**src/rtl/pkt_load_unit_if.sv**
```systemverilog
`default_nettype none
// ------------------------------------------------------------------------
// pkt_load_unit_if: request, packet-buffer and response bundle. Rev 1.0
// ------------------------------------------------------------------------
interface pkt_load_unit_if #(
  parameter int ADDR_W = 16
) ();
  logic              req_valid;
  logic              req_ready;
  logic [ADDR_W-1:0] req_addr;
  logic [1:0]        req_size;
  logic              req_be;
  logic [ADDR_W-1:0] pkt_len;
  logic              mem_rd_en;
  logic [ADDR_W-1:0] mem_addr;
  logic [7:0]        mem_rdata;
  logic              rsp_valid;
  logic              rsp_ready;
  logic [63:0]       rsp_data;
  logic              rsp_err;

  modport slave (
    input  req_valid, req_addr, req_size, req_be, pkt_len, mem_rdata, rsp_ready,
    output req_ready, mem_rd_en, mem_addr, rsp_valid, rsp_data, rsp_err
  );

  modport master (
    output req_valid, req_addr, req_size, req_be, pkt_len, mem_rdata, rsp_ready,
    input  req_ready, mem_rd_en, mem_addr, rsp_valid, rsp_data, rsp_err
  );
endinterface
`default_nettype wire

```
**src/rtl/pkt_load_unit.sv**
```systemverilog
`default_nettype none
// ------------------------------------------------------------------------
// pkt_load_unit: byte-serial packet load with network-to-host swap. Rev 1.0
// ------------------------------------------------------------------------
module pkt_load_unit #(
  parameter int ADDR_W = 16
) (
  input  wire logic       clk,
  input  wire logic       rst,
  pkt_load_unit_if.slave  bus
);

  typedef enum logic [1:0] {
    S_IDLE  = 2'd0,
    S_ISSUE = 2'd1,
    S_DRAIN = 2'd2,
    S_RESP  = 2'd3
  } state_e;

  state_e            state_q, state_d;
  logic [ADDR_W-1:0] base_q, base_d;
  logic [2:0]        nm1_q, nm1_d;
  logic              be_q, be_d;
  logic [2:0]        idx_q, idx_d;
  logic              pend_q, pend_d;
  logic [2:0]        pend_idx_q, pend_idx_d;
  logic [63:0]       asm_q, asm_d;
  logic              err_q, err_d;

  logic [2:0]        w_req_nm1;
  logic [3:0]        w_req_n;
  logic [ADDR_W:0]   w_end;
  logic              w_oob;
  logic [2:0]        w_lane;

  always_comb begin
    w_req_nm1 = 3'd0;
    case (bus.req_size)
      2'b00:   w_req_nm1 = 3'd0;
      2'b01:   w_req_nm1 = 3'd1;
      2'b10:   w_req_nm1 = 3'd3;
      default: w_req_nm1 = 3'd7;
    endcase
  end

  // One extra bit so that an address wrap shows up as an overrun.
  assign w_req_n = {1'b0, w_req_nm1} + 4'd1;
  assign w_end   = {1'b0, bus.req_addr} + {{(ADDR_W-3){1'b0}}, w_req_n};
  assign w_oob   = (w_end > {1'b0, bus.pkt_len});
  assign w_lane  = be_q ? (nm1_q - pend_idx_q) : pend_idx_q;

  always_comb begin
    state_d    = state_q;
    base_d     = base_q;
    nm1_d      = nm1_q;
    be_d       = be_q;
    idx_d      = idx_q;
    pend_d     = 1'b0;
    pend_idx_d = pend_idx_q;
    asm_d      = asm_q;
    err_d      = err_q;

    // A read issued last cycle returns its byte now.
    if (pend_q) begin
      asm_d[{w_lane, 3'b000} +: 8] = bus.mem_rdata;
    end

    case (state_q)
      S_IDLE: begin
        if (bus.req_valid) begin
          asm_d = 64'd0;
          if (w_oob) begin
            err_d   = 1'b1;
            state_d = S_RESP;
          end else begin
            err_d   = 1'b0;
            base_d  = bus.req_addr;
            nm1_d   = w_req_nm1;
            be_d    = bus.req_be;
            idx_d   = 3'd0;
            state_d = S_ISSUE;
          end
        end
      end
      S_ISSUE: begin
        pend_d     = 1'b1;
        pend_idx_d = idx_q;
        idx_d      = idx_q + 3'd1;
        if (idx_q == nm1_q) begin
          state_d = S_DRAIN;
        end
      end
      S_DRAIN: begin
        state_d = S_RESP;
      end
      default: begin
        if (bus.rsp_ready) begin
          state_d = S_IDLE;
        end
      end
    endcase
  end

  always_ff @(posedge clk) begin
    if (rst) begin
      state_q    <= S_IDLE;
      base_q     <= '0;
      nm1_q      <= 3'd0;
      be_q       <= 1'b0;
      idx_q      <= 3'd0;
      pend_q     <= 1'b0;
      pend_idx_q <= 3'd0;
      asm_q      <= 64'd0;
      err_q      <= 1'b0;
    end else begin
      state_q    <= state_d;
      base_q     <= base_d;
      nm1_q      <= nm1_d;
      be_q       <= be_d;
      idx_q      <= idx_d;
      pend_q     <= pend_d;
      pend_idx_q <= pend_idx_d;
      asm_q      <= asm_d;
      err_q      <= err_d;
    end
  end

  assign bus.req_ready = (state_q == S_IDLE);
  assign bus.mem_rd_en = (state_q == S_ISSUE);
  assign bus.mem_addr  = (state_q == S_ISSUE) ? (base_q + {{(ADDR_W-3){1'b0}}, idx_q}) : '0;
  assign bus.rsp_valid = (state_q == S_RESP);
  assign bus.rsp_data  = asm_q;
  assign bus.rsp_err   = err_q;

endmodule
`default_nettype wire

```
**src/flat_wrapper.sv**
```systemverilog
// flat-port wrapper written by rule: the top's interface ports become plain ports
module pkt_load_unit_flat 
#(
  parameter int ADDR_W = 16
)
  (clk, rst, bus_req_valid, bus_req_addr, bus_req_size, bus_req_be, bus_pkt_len, bus_mem_rdata, bus_rsp_ready, bus_req_ready, bus_mem_rd_en, bus_mem_addr, bus_rsp_valid, bus_rsp_data, bus_rsp_err);
  pkt_load_unit_if #(.ADDR_W(ADDR_W)) bus_i ();
  input  wire logic clk;
  input  wire logic rst;
  input wire logic [$bits(bus_i.req_valid)-1:0] bus_req_valid;
  input wire logic [$bits(bus_i.req_addr)-1:0] bus_req_addr;
  input wire logic [$bits(bus_i.req_size)-1:0] bus_req_size;
  input wire logic [$bits(bus_i.req_be)-1:0] bus_req_be;
  input wire logic [$bits(bus_i.pkt_len)-1:0] bus_pkt_len;
  input wire logic [$bits(bus_i.mem_rdata)-1:0] bus_mem_rdata;
  input wire logic [$bits(bus_i.rsp_ready)-1:0] bus_rsp_ready;
  output wire logic [$bits(bus_i.req_ready)-1:0] bus_req_ready;
  output wire logic [$bits(bus_i.mem_rd_en)-1:0] bus_mem_rd_en;
  output wire logic [$bits(bus_i.mem_addr)-1:0] bus_mem_addr;
  output wire logic [$bits(bus_i.rsp_valid)-1:0] bus_rsp_valid;
  output wire logic [$bits(bus_i.rsp_data)-1:0] bus_rsp_data;
  output wire logic [$bits(bus_i.rsp_err)-1:0] bus_rsp_err;
  assign bus_i.req_valid = bus_req_valid;
  assign bus_i.req_addr = bus_req_addr;
  assign bus_i.req_size = bus_req_size;
  assign bus_i.req_be = bus_req_be;
  assign bus_i.pkt_len = bus_pkt_len;
  assign bus_i.mem_rdata = bus_mem_rdata;
  assign bus_i.rsp_ready = bus_rsp_ready;
  assign bus_req_ready = bus_i.req_ready;
  assign bus_mem_rd_en = bus_i.mem_rd_en;
  assign bus_mem_addr = bus_i.mem_addr;
  assign bus_rsp_valid = bus_i.rsp_valid;
  assign bus_rsp_data = bus_i.rsp_data;
  assign bus_rsp_err = bus_i.rsp_err;
  pkt_load_unit #(.ADDR_W(ADDR_W)) u_core (.clk(clk), .rst(rst), .bus(bus_i));
endmodule
```
**config.mk**
```make
export PLATFORM = sky130hd
export DESIGN_NAME = pkt_load_unit_flat
export DESIGN_NICKNAME = d
export VERILOG_FILES = /design/src/rtl/pkt_load_unit_if.sv /design/src/rtl/pkt_load_unit.sv /design/src/flat_wrapper.sv
export SDC_FILE = /design/constraint.sdc
export NUM_CORES = 1
export LEC_CHECK = 0
export CAP_MARGIN = 0
export CORE_ASPECT_RATIO = 1.75
export CORE_MARGIN = 2
export CORE_UTILIZATION = 53
export DETAILED_ROUTE_END_ITERATION = 16
export PLACE_DENSITY_LB_ADDON = 0.05
export SYNTH_ARGS = -nofsm -noshare
export SYNTH_HDL_FRONTEND = slang
export SYNTH_SLANG_ARGS = --single-unit
```
**constraint.sdc**
```tcl
create_clock -name clk -period 8.7 [get_ports clk]
set_clock_uncertainty 0.1 [all_clocks]
set_input_delay 1.74 -clock clk [delete_from_list [all_inputs] [get_ports clk]]
set_output_delay 1.74 -clock clk [all_outputs]
set_load 0.02 [all_outputs]
```
After elaboration in Yosys (flattened, before gate mapping)
Index checks and enable logic that the tools add are counted.
{"block": "classes", "n_addsub": 6, "magnitude_cmp": 1, "n_eq_ne": 9, "shifts": 2, "muxes": 17, "bitwise": 1, "n_reduce_logical": 8}
{"op": "$mux W64", "n": 3}
{"op": "$bwmux W64", "n": 1}
{"op": "$shift A8 B8 Y64 const A", "n": 1}
{"op": "$shiftx A8 B8 Y64", "n": 1}
{"op": "$add A16 B4 Y17", "n": 1}
{"op": "$gt A17 B16 Y1", "n": 1}
{"op": "$add A16 B3 Y16", "n": 1}
{"op": "$mux W16", "n": 1}
{"op": "$mux W3", "n": 3}
{"op": "$pmux W3 S3", "n": 1}
{"op": "$reduce_and A3 Y1", "n": 3}
{"op": "$mux W2", "n": 4}
{"op": "$neg A6 Y8", "n": 1}
{"op": "$eq A2 B2 Y1 const B", "n": 3}
{"op": "$pmux W2 S3", "n": 1}
{"op": "$pmux W3 S2", "n": 1}
{"op": "$add A3 B1 Y4 const B", "n": 1}
{"op": "$eq A2 B1 Y1 const B", "n": 2}
{"op": "$logic_not A2 Y1", "n": 2}
{"op": "$ne A2 B2 Y1 const B", "n": 2}
{"op": "$reduce_bool A4 Y1", "n": 1}
{"op": "$add A3 B1 Y3 const B", "n": 1}
{"op": "$eq A3 B3 Y1", "n": 1}
{"op": "$sub A3 B3 Y3", "n": 1}
{"op": "5 further kinds", "n": 6}
{"block": "word_totals", "register_bits": 94, "word_cells": 53}

Depth between registers and ports, before layout
Gate-level depths: netlist of run 1.
{"block": "depth", "word_depth": 8, "ltp_mapped": 19, "ltp_nobuf": 17}

Worst setup path before layout of run 1
No wires, ideal clock.
{"block": "synth_timing", "path_type": "input -> register", "startpoint": "in bus_req_size[0]", "endpoint": "reg u_core.base_q[10]", "arrival_ns": 4.549, "setup_slack_ns": 3.923, "cell_stages": 16, "n_path_buf": 2, "cell_sequence": "nor2_1 -> ha_1 -> fa_1 -> nor2b_1 -> o21a_1 -> nand4_1 -> xnor2_1 -> ha_1 -> nand3_1 -> nor4_1 -> nor3b_1 -> o21a_1 -> buf_6 -> buf_8 -> mux2i_1 -> nor2_1"}
{"block": "synth_between", "elab_chain_cells": 7}
{"element": "from (decl)", "line": "flat_wrapper.sv:12", "source": "input wire logic [$bits(bus_i.req_size)-1:0] bus_req_size;"}
{"element": "$eq A2 B2 Y1, or another cell as far along", "line": "pkt_load_unit.sv:38", "source": "case (bus.req_size)"}
{"element": "$pmux W3 S3 (*)", "line": "pkt_load_unit.sv:38"}
{"element": "$add A3 B1 Y4 (*)", "line": "pkt_load_unit.sv:47", "source": "assign w_req_n = {1'b0, w_req_nm1} + 4'd1;"}
{"element": "$add A16 B4 Y17 (*)", "line": "pkt_load_unit.sv:48", "source": "assign w_end = {1'b0, bus.req_addr} + {{(ADDR_W-3){1'b0}}, w_req_n};"}
{"element": "$gt A17 B16 Y1 (*)", "line": "pkt_load_unit.sv:49", "source": "assign w_oob = (w_end > {1'b0, bus.pkt_len});"}
{"element": "$not A1 Y1 (no line) (*)"}
{"element": "$reduce_and A3 Y1 (no line) (*)"}
{"element": "to (signal assigned)", "line": "pkt_load_unit.sv:117", "source": "base_q <= base_d;"}
{"element": "to (decl)", "line": "pkt_load_unit.sv:21", "source": "logic [ADDR_W-1:0] base_q, base_d;"}
Every way passes the cells marked *; elsewhere a longest branch is shown, timed or not.
A chain may end at the register's enable or synchronous reset.

Worst setup path after layout of run 1
{"block": "layout_timing", "startpoint": "in bus_req_size[1]", "endpoint": "reg u_core.nm1_q[1]"}
{"block": "layout_between", "elab_chain_cells": 7}
{"element": "$eq A2 B2 Y1, or another cell as far along", "line": "pkt_load_unit.sv:38"}
{"element": "$pmux W3 S3 (*)", "line": "pkt_load_unit.sv:38"}
{"element": "$add A3 B1 Y4", "line": "pkt_load_unit.sv:47"}
{"element": "$add A16 B4 Y17", "line": "pkt_load_unit.sv:48"}
{"element": "$gt A17 B16 Y1", "line": "pkt_load_unit.sv:49"}
{"element": "$not A1 Y1 (no line)"}
{"element": "$reduce_and A3 Y1 (no line)"}
{"element": "to (signal assigned)", "line": "pkt_load_unit.sv:118", "source": "nm1_q <= nm1_d;"}
{"element": "to (decl)", "line": "pkt_load_unit.sv:22", "source": "logic [2:0] nm1_q, nm1_d;"}
Marked as above.

==> results of run 1 <==
[state kept, by name (all words and copies together) (netlist names)]
signal               cells
u_core.bus.rsp_data     64
u_core.bus.rsp_err       1
u_core.nm1_q             3
u_core.be_q              1
u_core.base_q           16
u_core.idx_q             3
u_core.state_q           2
u_core.pend_idx_q        3
u_core.pend_q            1
[stage by stage]
stage	hold WS, ps	instances
final	358	798
after global placement	343	783
after CTS	359	798
after detailed placement	346	783
after floorplan	365	562
after global routing	380	798
[power by group]
part,switching [µW],internal [µW],leakage [µW],total (µW)
Sequential,28.6,456,0.000760,485
Clock,151,244,0.000151,395
Combinational,198,152,0.00172,350
[placed cells by master (no fill, tap or decap), types with 8 or more instances in the layout]
cell type,n
clkdlybuf4s50_1,130
dfxtp_1,94
nor2_1,90
mux2i_1,72
nand2_1,42
inv_1,32
nand3_1,30
ha_1,30
a21oi_1,27
xnor2_1,21
and2_1,13
clkbuf_16,9
o21ai_0,8
xor2_1,8
[worst register-to-register path, delay by kind of cell (launching register included)]
kind	cells	cell delay, ps
buffers and inverters	3	440
AND/OR/NAND/NOR	3	930
flip-flops	1	390
AO/OA/AOI/OAI	1	140
adder cells (fa/ha/maj)	3	890
multiplexers	1	270
[cell families after synthesis]
group / count (synthesis) / share of synthesized area (%)
AO/OA/AOI/OAI: 55 / 6.79
XOR/XNOR: 29 / 5.16
buffers and inverters: 63 / 5.55
AND/OR/NAND/NOR: 216 / 20.7
flip-flops: 94 / 38.3
multiplexers: 72 / 14.7
adder cells (fa/ha/maj): 33 / 8.85
[cell type report]
cell class,instances,area [µm²]
Tap cell,120,150
Fill cell,745,2490
Sequential cell,94,1880
Clock buffer,12,267
Inverter,32,120
Clock inverter,3,42.5
Multi-Input combinational cell,405,2770
Timing Repair Buffer,132,1320
[per-layer routing]
layer | vias up | track usage (%) | routed length, µm
met5 | - | 0 | 0
met4 | 0 | 13.7 | 603
met3 | 38 | 3.43 | 468
met2 | 138 | 49.2 | 7140
met1 | 2019 | 24.7 | 4510
li1 | 2102 | - | -
[worst paths after layout]
check	start	cells past startpoint	endpoint
worst min-delay path	u_core.bus.rsp_data[10]$_SDFF_PP0_	2	u_core.bus.rsp_data[10]$_SDFF_PP0_
worst max-delay path	bus_req_size[1]	15	u_core.nm1_q[1]$_SDFFE_PP0P_
worst max register to register	u_core.nm1_q[0]$_SDFFE_PP0P_	11	u_core.bus.rsp_data[49]$_SDFF_PP0_
worst min register to register	u_core.bus.rsp_data[10]$_SDFF_PP0_	2	u_core.bus.rsp_data[10]$_SDFF_PP0_
==> results.json, run 1 <==
{
  "synthDistinctLibCells": 46,
  "cp_data_required_time_ps": 8810,
  "core_area_um2": 9040,
  "post_route_cells_drive_above_1_share_pct": 4.13,
  "hold_path.class": "reg2reg",
  "outcome": "complete, no violations",
  "die_width_um": 76.8,
  "worst_setup_path_start_kind": "primary input",
  "max_freq_mhz": 162,
  "synth_ff_type": "dfxtp_1",
  "power.total_uw": 1230,
  "synth_top_cell_by_area": "dfxtp_1",
  "worst_pin_slew_ps": 1240,
  "synthCells": 562,
  "wl_per_cell_um": 15.9,
  "r2r_slack_ps": 5380,
  "layout_setup_ws_ps": 2530,
  "drtIter0Drc": 195,
  "cts_resized": 0,
  "root_buffer": "clkbuf_16",
  "start_util_pct": 54.4,
  "clk_pin_slew_ps": 60,
  "cap_viol_max_count": 0,
  "grt_pass1_vias": 4176,
  "finalSetupViolations": 0,
  "ir_worst_vdd_mv": 0.134,
  "period_share_pct": 71.0,
  "antenna_cells": 0,
  "overflow": 0,
  "post_dp_cell_area_um2": 6230,
  "hold_viol_final": 0,
  "arrival_ps": 6280,
  "totalWireLength_um": 12700,
  "grt_pass1_wl_um": 20300,
  "cts_buffers": 9,
  "grt_use_total_pct": 25.2,
  "rsz0062_at_grt": "false",
  "drt-vias-per-instance": 5.38,
  "grt_max_degree": 65,
  "hold_buffers": 0,
  "antenna_found_initial": 0,
  "avgSynthCellArea_um2": 8.75,
  "vias": 4297,
  "cts_setup_buffers": 0,
  "htreeDepth": 3,
  "slew_viol_final": 0,
  "yosysMostFrequentCell": "dfxtp_1",
  "period_minus_slack_ps": 6170,
  "power_density_nw_per_um2": 188,
  "clockBufferDepth": 2,
  "ys_warn_count": 0,
  "slowest_stage": "o21a_1",
  "final_nets": 754,
  "ys_seq_elements": 94,
  "criticalPathCategory": "in2reg",
  "drc": 0,
  "clk_latency_ps": 330,
  "place.gp.congestion": 0.915,
  "relSlewSlack_pct": 17.4,
  "fp.dieArea_um2": 10100,
  "crit_path_end_kind": "flip-flop",
  "rows": 46,
  "place_hpwl_um": 10100,
  "finalCoreUtilization_pct": 72.4,
  "numClockSinks": 94,
  "ios": 131,
  "dr.pass1.iters": 4,
  "syn_area_um2": 4920,
  "synthTopCellsByCount": "94 x dfxtp_1, 90 x nor2_1, 72 x mux2i_1",
  "syn_nets": 642,
  "crit_path_max_incr_delay_ps": 1000,
  "critPathTopFamily": "simple AND/OR/NAND/NOR gates",
  "crit_buf_inv": 1,
  "dp_worst_setup_slack_ps": 2190,
  "ys_top_cells_by_area": "dfxtp_1 38%, mux2i_1 15%, ha_1 7.6%",
  "port_buffers": 130,
  "crit_chain": "clkdlybuf4s50_1, nor2_1, ha_1, fa_1, nor2b_1, o21a_1, nand4_1, xnor2_1, ha_1, nand3_1, nor4_1, nor3b_1, o21a_1, mux2i_1, nor2_1",
  "ant_nets": 0,
  "syn2layout_area_growth_pct": 33.0,
  "synth_top_area_share_pct": 38.3,
  "fin_area_um2": 6540,
  "synth_edf_count": 0,
  "cp_max_fo": 24,
  "seq_area_frac_synth_pct": 38.3,
  "p_leak_uw": 0.00263,
  "cts_tree": "built",
  "fp.dieH_um": 131,
  "synthArstFlopShare_pct": 0,
  "setup_tns_ps": 0
}
No activity file was read; power rests on OpenSTA's default activity.
==> run 2: changes to the inputs <==
- CORE_UTILIZATION: 53 -> 49
- clock period: 8.7 -> 6.4 ns (I/O delays scaled with it)
==> run 2 against run 1 <==
Clock-buffer cell count shrank 1; die area grew 7.8%; sequential share of layout area is essentially flat; global-route usage shrank 1.7 points; combinational power grew 37%; final cell count grew 0.75%; hold slack lost 4.7 ps; final area grew 0.15%; core utilization shrank 5.5 points; non-clock buffer count grew 1; wire length shrank 1.5%; sequential power grew 35%.
==> results.json, run 2 (synthesis results as in run 1) <==
{
  "finalSetupViolations": 0,
  "hold_path.class": "reg2reg",
  "criticalPathCategory": "in2reg",
  "clk_pin_slew_ps": 60,
  "rsz0062_at_grt": "false",
  "r2r_cells": 12,
  "setup_tns_ps": 0,
  "cp_data_required_time_ps": 6510,
  "fp.dieArea_um2": 10900,
  "vias": 4266,
  "final_cell_mix": "130 x clkdlybuf4s50_1, 94 x dfxtp_1, 90 x nor2_1",
  "antenna_found_initial": 0,
  "drt-met1-wl_um": 4510,
  "startpoint": "bus_req_size[1]",
  "drc": 0,
  "r2r-end": "u_core.bus.rsp_data[55]$_SDFF_PP0_",
  "cp_max_fo": 24,
  "whs_path_depth": 2,
  "ant_nets": 0,
  "grt_pass1_vias": 4117,
  "rows": 48,
  "arrival_ps": 5230,
  "grt_pass1_wl_um": 19700,
  "wl_per_cell_um": 15.6,
  "slew_viol_final": 0,
  "power_density_nw_per_um2": 257,
  "place.gp.congestion": 0.873,
  "cap_viol_max_count": 0,
  "p_clk_share_pct": 32.8,
  "grt_use_total_pct": 23.6,
  "crit_path_end_kind": "flip-flop",
  "dr_wl_met3_um": 495,
  "clockBufferDepth": 2,
  "worst_setup_path_start_kind": "primary input",
  "numClockSinks": 94,
  "htreeDepth": 3,
  "power.switching_uw": 520,
  "overflow": 0,
  "largest_register_ffs": 64,
  "start_util_pct": 50.2,
  "relSlewSlack_pct": 25.8,
  "ios": 131,
  "worst_pin_slew_ps": 1110,
  "swShare_pct": 30.8,
  "drtIter0Drc": 130,
  "final_common_cell": "clkdlybuf4s50_1",
  "top_layer_used": "met4",
  "dp_worst_setup_slack_ps": 926,
  "period_minus_slack_ps": 5120,
  "max_freq_mhz": 195,
  "port_buffers": 130,
  "reg2reg_from": "u_core.nm1_q[0]$_SDFFE_PP0P_",
  "cts_resized": 0,
  "seq_power_share_pct": 38.9,
  "pwr-share-comb_pct": 28.3,
  "clk_latency_ps": 340,
  "routed-wl-met2_um": 7030,
  "final_nets": 755,
  "layout_setup_ws_ps": 1280,
  "p_leak_uw": 0.00263,
  "place_hpwl_um": 9880,
  "root_buffer": "clkbuf_16",
  "hold_viol_final": 0,
  "hold_buffers": 0,
  "ir_worst_vdd_mv": 0.219,
  "cts_buffers": 9,
  "crit_end": "u_core.base_q[15]$_SDFFE_PP0P_",
  "fillCellCount": 864,
  "outcome": "complete, no violations",
  "core_area_um2": 9790,
  "totalWireLength_um": 12500,
  "drt-vias-per-instance": 5.31,
  "cts_tree": "built",
  "dr.pass1.iters": 4,
  "cts_setup_buffers": 0,
  "r2r_slack_ps": 3030,
  "grt_max_degree": 65,
  "post_route_cells_drive_above_1_share_pct": 3.98,
  "die_width_um": 79.7,
  "syn2layout_area_growth_pct": 33.2,
  "fp.dieH_um": 137,
  "period_share_pct": 80.0,
  "antenna_cells": 0,
  "internal-power_uw": 1170
}
## run 2: how the worst min path moves through the flow
| stage | from | endpoint | slack, ps |
|---|---|---|---|
| floorplan | u_core.base_q[0]$_SDFFE_PP0P_ | u_core.base_q[0]$_SDFFE_PP0P_ | 360 |
| global placement | u_core.bus.rsp_data[13]$_SDFF_PP0_ | u_core.bus.rsp_data[13]$_SDFF_PP0_ | 340 |
| detailed placement | u_core.bus.rsp_data[43]$_SDFF_PP0_ | u_core.bus.rsp_data[43]$_SDFF_PP0_ | 350 |
| CTS | u_core.bus.rsp_data[43]$_SDFF_PP0_ | u_core.bus.rsp_data[43]$_SDFF_PP0_ | 360 |
| global route | u_core.bus.rsp_data[43]$_SDFF_PP0_ | u_core.bus.rsp_data[43]$_SDFF_PP0_ | 370 |
| finish | u_core.bus.rsp_data[15]$_SDFF_PP0_ | u_core.bus.rsp_data[15]$_SDFF_PP0_ | 350 |
## run 2: area by class of cell
cell class                      instances  area, µm²  share of cell area (%)
Multi-Input combinational cell        405       2770                    42.2
Sequential cell                        94       1880                    28.7
Timing Repair Buffer                  133       1320                    20.2
Clock buffer                           11        233                    3.55
Tap cell                              125        156                    2.39
Inverter                               32        120                    1.83
Clock inverter                          4       72.6                    1.11
## run 2: worst max-delay path, stage by stage
cell and delay (ps):
clkdlybuf4s50_1 560, nor2_1 100, ha_1 230, fa_1 410, nor2b_1 180, o21a_1 240
nand4_1 190, xnor2_1 180, ha_1 300, nand3_1 110, nor4_1 370, nor3b_1 310
o21a_1 150, buf_4 340, mux2i_1 230, nor2_1 50
## run 2: per-layer routing
| layer | up-vias | track usage [%] |
|---|---|---|
| li1 | 2103 | - |
| met1 | 1995 | 23.6 |
| met2 | 136 | 46.2 |
| met3 | 32 | 2.97 |
| met4 | 0 | 11.6 |
| met5 | - | 0 |
## run 2: through the flow
stage                     instance area (µm²)  hold WS (ps)  total power (µW)  instances  utilization (%)
after CTS                                6550           355              1700        804             66.9
after global routing                     6550           369              1770        804             66.9
after floorplan                          4920           365              1010        562                -
after global placement                   6250           343              1130        789             63.8
after detailed placement                 6250           346              1150        789             63.8
final                                    6550           353              1690        804             66.9
## run 2: power by group through the flow
stage	clock (µW)	sequential [µW]	combinational, µW
6_report	552	656	478
5_1_grt	581	662	525
4_1_cts	559	656	482
3_5_place_dp	0	669	479
3_3_place_gp	0	667	467
2_1_floorplan	0	664	345
==> run 3: changes to the inputs <==
- CORE_UTILIZATION: 49 -> 44
- clock period: 6.4 -> 4.25 ns (I/O delays scaled with it)
==> run 3 against run 2 <==
Wire length is 9.7% higher; worst setup slack got worse by 1200 ps; largest power group unchanged; final area grew 7.1%; sequential power increased by 50%; combinational power up 81%; first-iteration DRC count rose by 25%; final cell count increased by 5.3%; clock power rose by 56%; critical path depth rose by 4; clock-buffer cell count is 1 lower.
==> results.json, run 3 (synthesis results as in run 1) <==
{
  "outcome": "complete, no violations",
  "grt_pass1_vias": 4438,
  "vias": 4399,
  "numClockSinks": 94,
  "cp_data_required_time_ps": 4370,
  "cts_buffers": 9,
  "seq_area_um2": 1880,
  "core_area_um2": 11000,
  "fp.dieArea_um2": 12100,
  "fin_area_um2": 7020,
  "relSlewSlack_pct": 23.7,
  "ant_nets": 0,
  "hold_start": "u_core.bus.rsp_data[8]$_SDFF_PP0_",
  "root_buffer": "clkbuf_16",
  "ios": 131,
  "cap_viol_max_count": 0,
  "hold_path.class": "reg2reg",
  "cts_tree": "built",
  "fp.dieH_um": 144,
  "drtIter0Drc": 162,
  "multi_input_area_um2": 2900,
  "port_buffers": 130,
  "slew_viol_final": 0,
  "grt_max_degree": 65,
  "period_minus_slack_ps": 4140,
  "final_nets": 791,
  "dr.pass1.iters": 4,
  "antenna_found_initial": 0,
  "arrival_ps": 4260,
  "wl_per_cell_um": 16.2,
  "hold_slack_ps": 356,
  "crit_path_end_kind": "flip-flop",
  "grt_use_total_pct": 23.0,
  "post_route_cells_drive_above_1_share_pct": 12.3,
  "slowest_stage": "ha_4",
  "clk_pin_slew_ps": 60,
  "power_density_nw_per_um2": 386,
  "final_cell_mix": "126 x clkdlybuf4s50_1, 94 x dfxtp_1, 89 x nor2_1",
  "r2r_slack_ps": 1070,
  "cp_max_fo": 12,
  "r2r_cells": 11,
  "clk_latency_ps": 340,
  "r2r-end": "u_core.bus.rsp_data[61]$_SDFF_PP0_",
  "crit_path_max_incr_delay_ps": 300,
  "largest_register_ffs": 64,
  "max_freq_mhz": 242,
  "p_leak_uw": 0.00288,
  "grt_pass1_wl_um": 21800,
  "ir_worst_vdd_mv": 0.311,
  "reg2reg_from": "u_core.nm1_q[0]$_SDFFE_PP0P_",
  "clockBufferDepth": 2,
  "worst_pin_slew_ps": 1140,
  "whs_path_depth": 2,
  "criticalPathCategory": "in2reg",
  "power.total_uw": 2710,
  "setup_tns_ps": 0,
  "finalSetupViolations": 0,
  "htreeDepth": 3,
  "totalWireLength_um": 13800,
  "post_dp_cell_area_um2": 6500,
  "start_util_pct": 44.6,
  "fillCellCount": 965,
  "place_hpwl_um": 10500,
  "crit_chain": "dlygate4sd2_1, and2_1, ha_1, buf_4, o21ai_1, nand2b_1, and2_4, and3_4, nand3_2, xnor2_2, ha_4, nand3_2, nor4_4, nor2_1, o22a_1, o21a_2, buf_4, buf_12, mux2i_1, nor2_1",
  "place.gp.congestion": 0.899,
  "drt-vias-per-instance": 5.19,
  "hold_viol_final": 0,
  "rows": 51,
  "overflow": 0,
  "worst_setup_path_start_kind": "primary input",
  "whs_endpoint": "u_core.bus.rsp_data[8]$_SDFF_PP0_",
  "final_common_cell": "clkdlybuf4s50_1",
  "antenna_cells": 0,
  "period_share_pct": 97.4,
  "die_width_um": 83.9,
  "drc": 0,
  "syn2layout_area_growth_pct": 42.7
}
[run 3: cell count changes in the layout (fill, tap and decap cells not counted), sizes merged]
cell	delta
buf	+36
clkbuf	-1
clkdlybuf4s50	-4
clkinvlp	+1
dlygate4sd2	+1
dlymetal6s2s	+3
[run 3: final cells by class]
type                    count  area share (%)
clock buffers              10            3.40
clock inverters             5            1.19
inverters                  32            1.71
multi-input cells         405            41.3
flip-flops and latches     94            26.8
well taps                 132            2.35
repair buffers            169            23.3
[run 3: how the worst max path moves through the flow]
stage	endpoint	from	cells after the start
2_1_floorplan	u_core.base_q[10]$_SDFFE_PP0P_	bus_req_size[0]	16
3_3_place_gp	u_core.be_q$_SDFFE_PP0P_	bus_req_size[1]	17
4_1_cts	u_core.base_q[13]$_SDFFE_PP0P_	bus_req_addr[0]	20
3_5_place_dp	u_core.base_q[13]$_SDFFE_PP0P_	bus_req_size[1]	17
5_1_grt	u_core.nm1_q[2]$_SDFFE_PP0P_	bus_req_addr[2]	20
6_report	u_core.base_q[13]$_SDFFE_PP0P_	bus_req_size[1]	20
[run 3: repair_timing]
action | CTS | global route
hold buffers | 0 | 0
hold endpoints to repair | 0 | 0
gates cloned | 1 | 0
setup endpoints to repair | 25 | 26
gates resized for setup | 16 | 19
pin swaps | 7 | 10
buffers inserted | 3 | 1
[run 3: through the flow]
step,std cells,setup WS [ps],util (%)
5_1_grt,847,-84.2,63.6
6_report,847,111,63.6
3_5_place_dp,827,-716,58.9
4_1_cts,846,3.01,62.9
2_1_floorplan,562,363,-
3_3_place_gp,827,-593,58.9
[run 3: worst max-delay path: cells and delay by family]
| kind | cells | cell delay [ps] |
|---|---|---|
| AOI/OAI and AO/OA | 3 | 490 |
| xor gates and xnor gates | 1 | 180 |
| adders and majority gates | 2 | 590 |
| buffers and inverters | 4 | 670 |
| muxes | 1 | 150 |
| and+or+nand+nor | 9 | 1310 |
[run 3: where the power goes]
group | switching [µW] | internal (µW) | total (µW)
Combinational | 471 | 393 | 864
Clock | 331 | 529 | 859
Sequential | 50.2 | 934 | 984
Total | 852 | 1860 | 2710
[run 3: metal layers]
layer	GRT usage (%)	routed length (µm)	part of all wire [%]	vias to the layer above
li1	-	-	-	2190
met2	46.5	7860	57	118
met1	22.1	4960	36	2060
met3	3.22	462	3.4	31
met4	11.4	475	3.5	0
met5	0	0	0	-
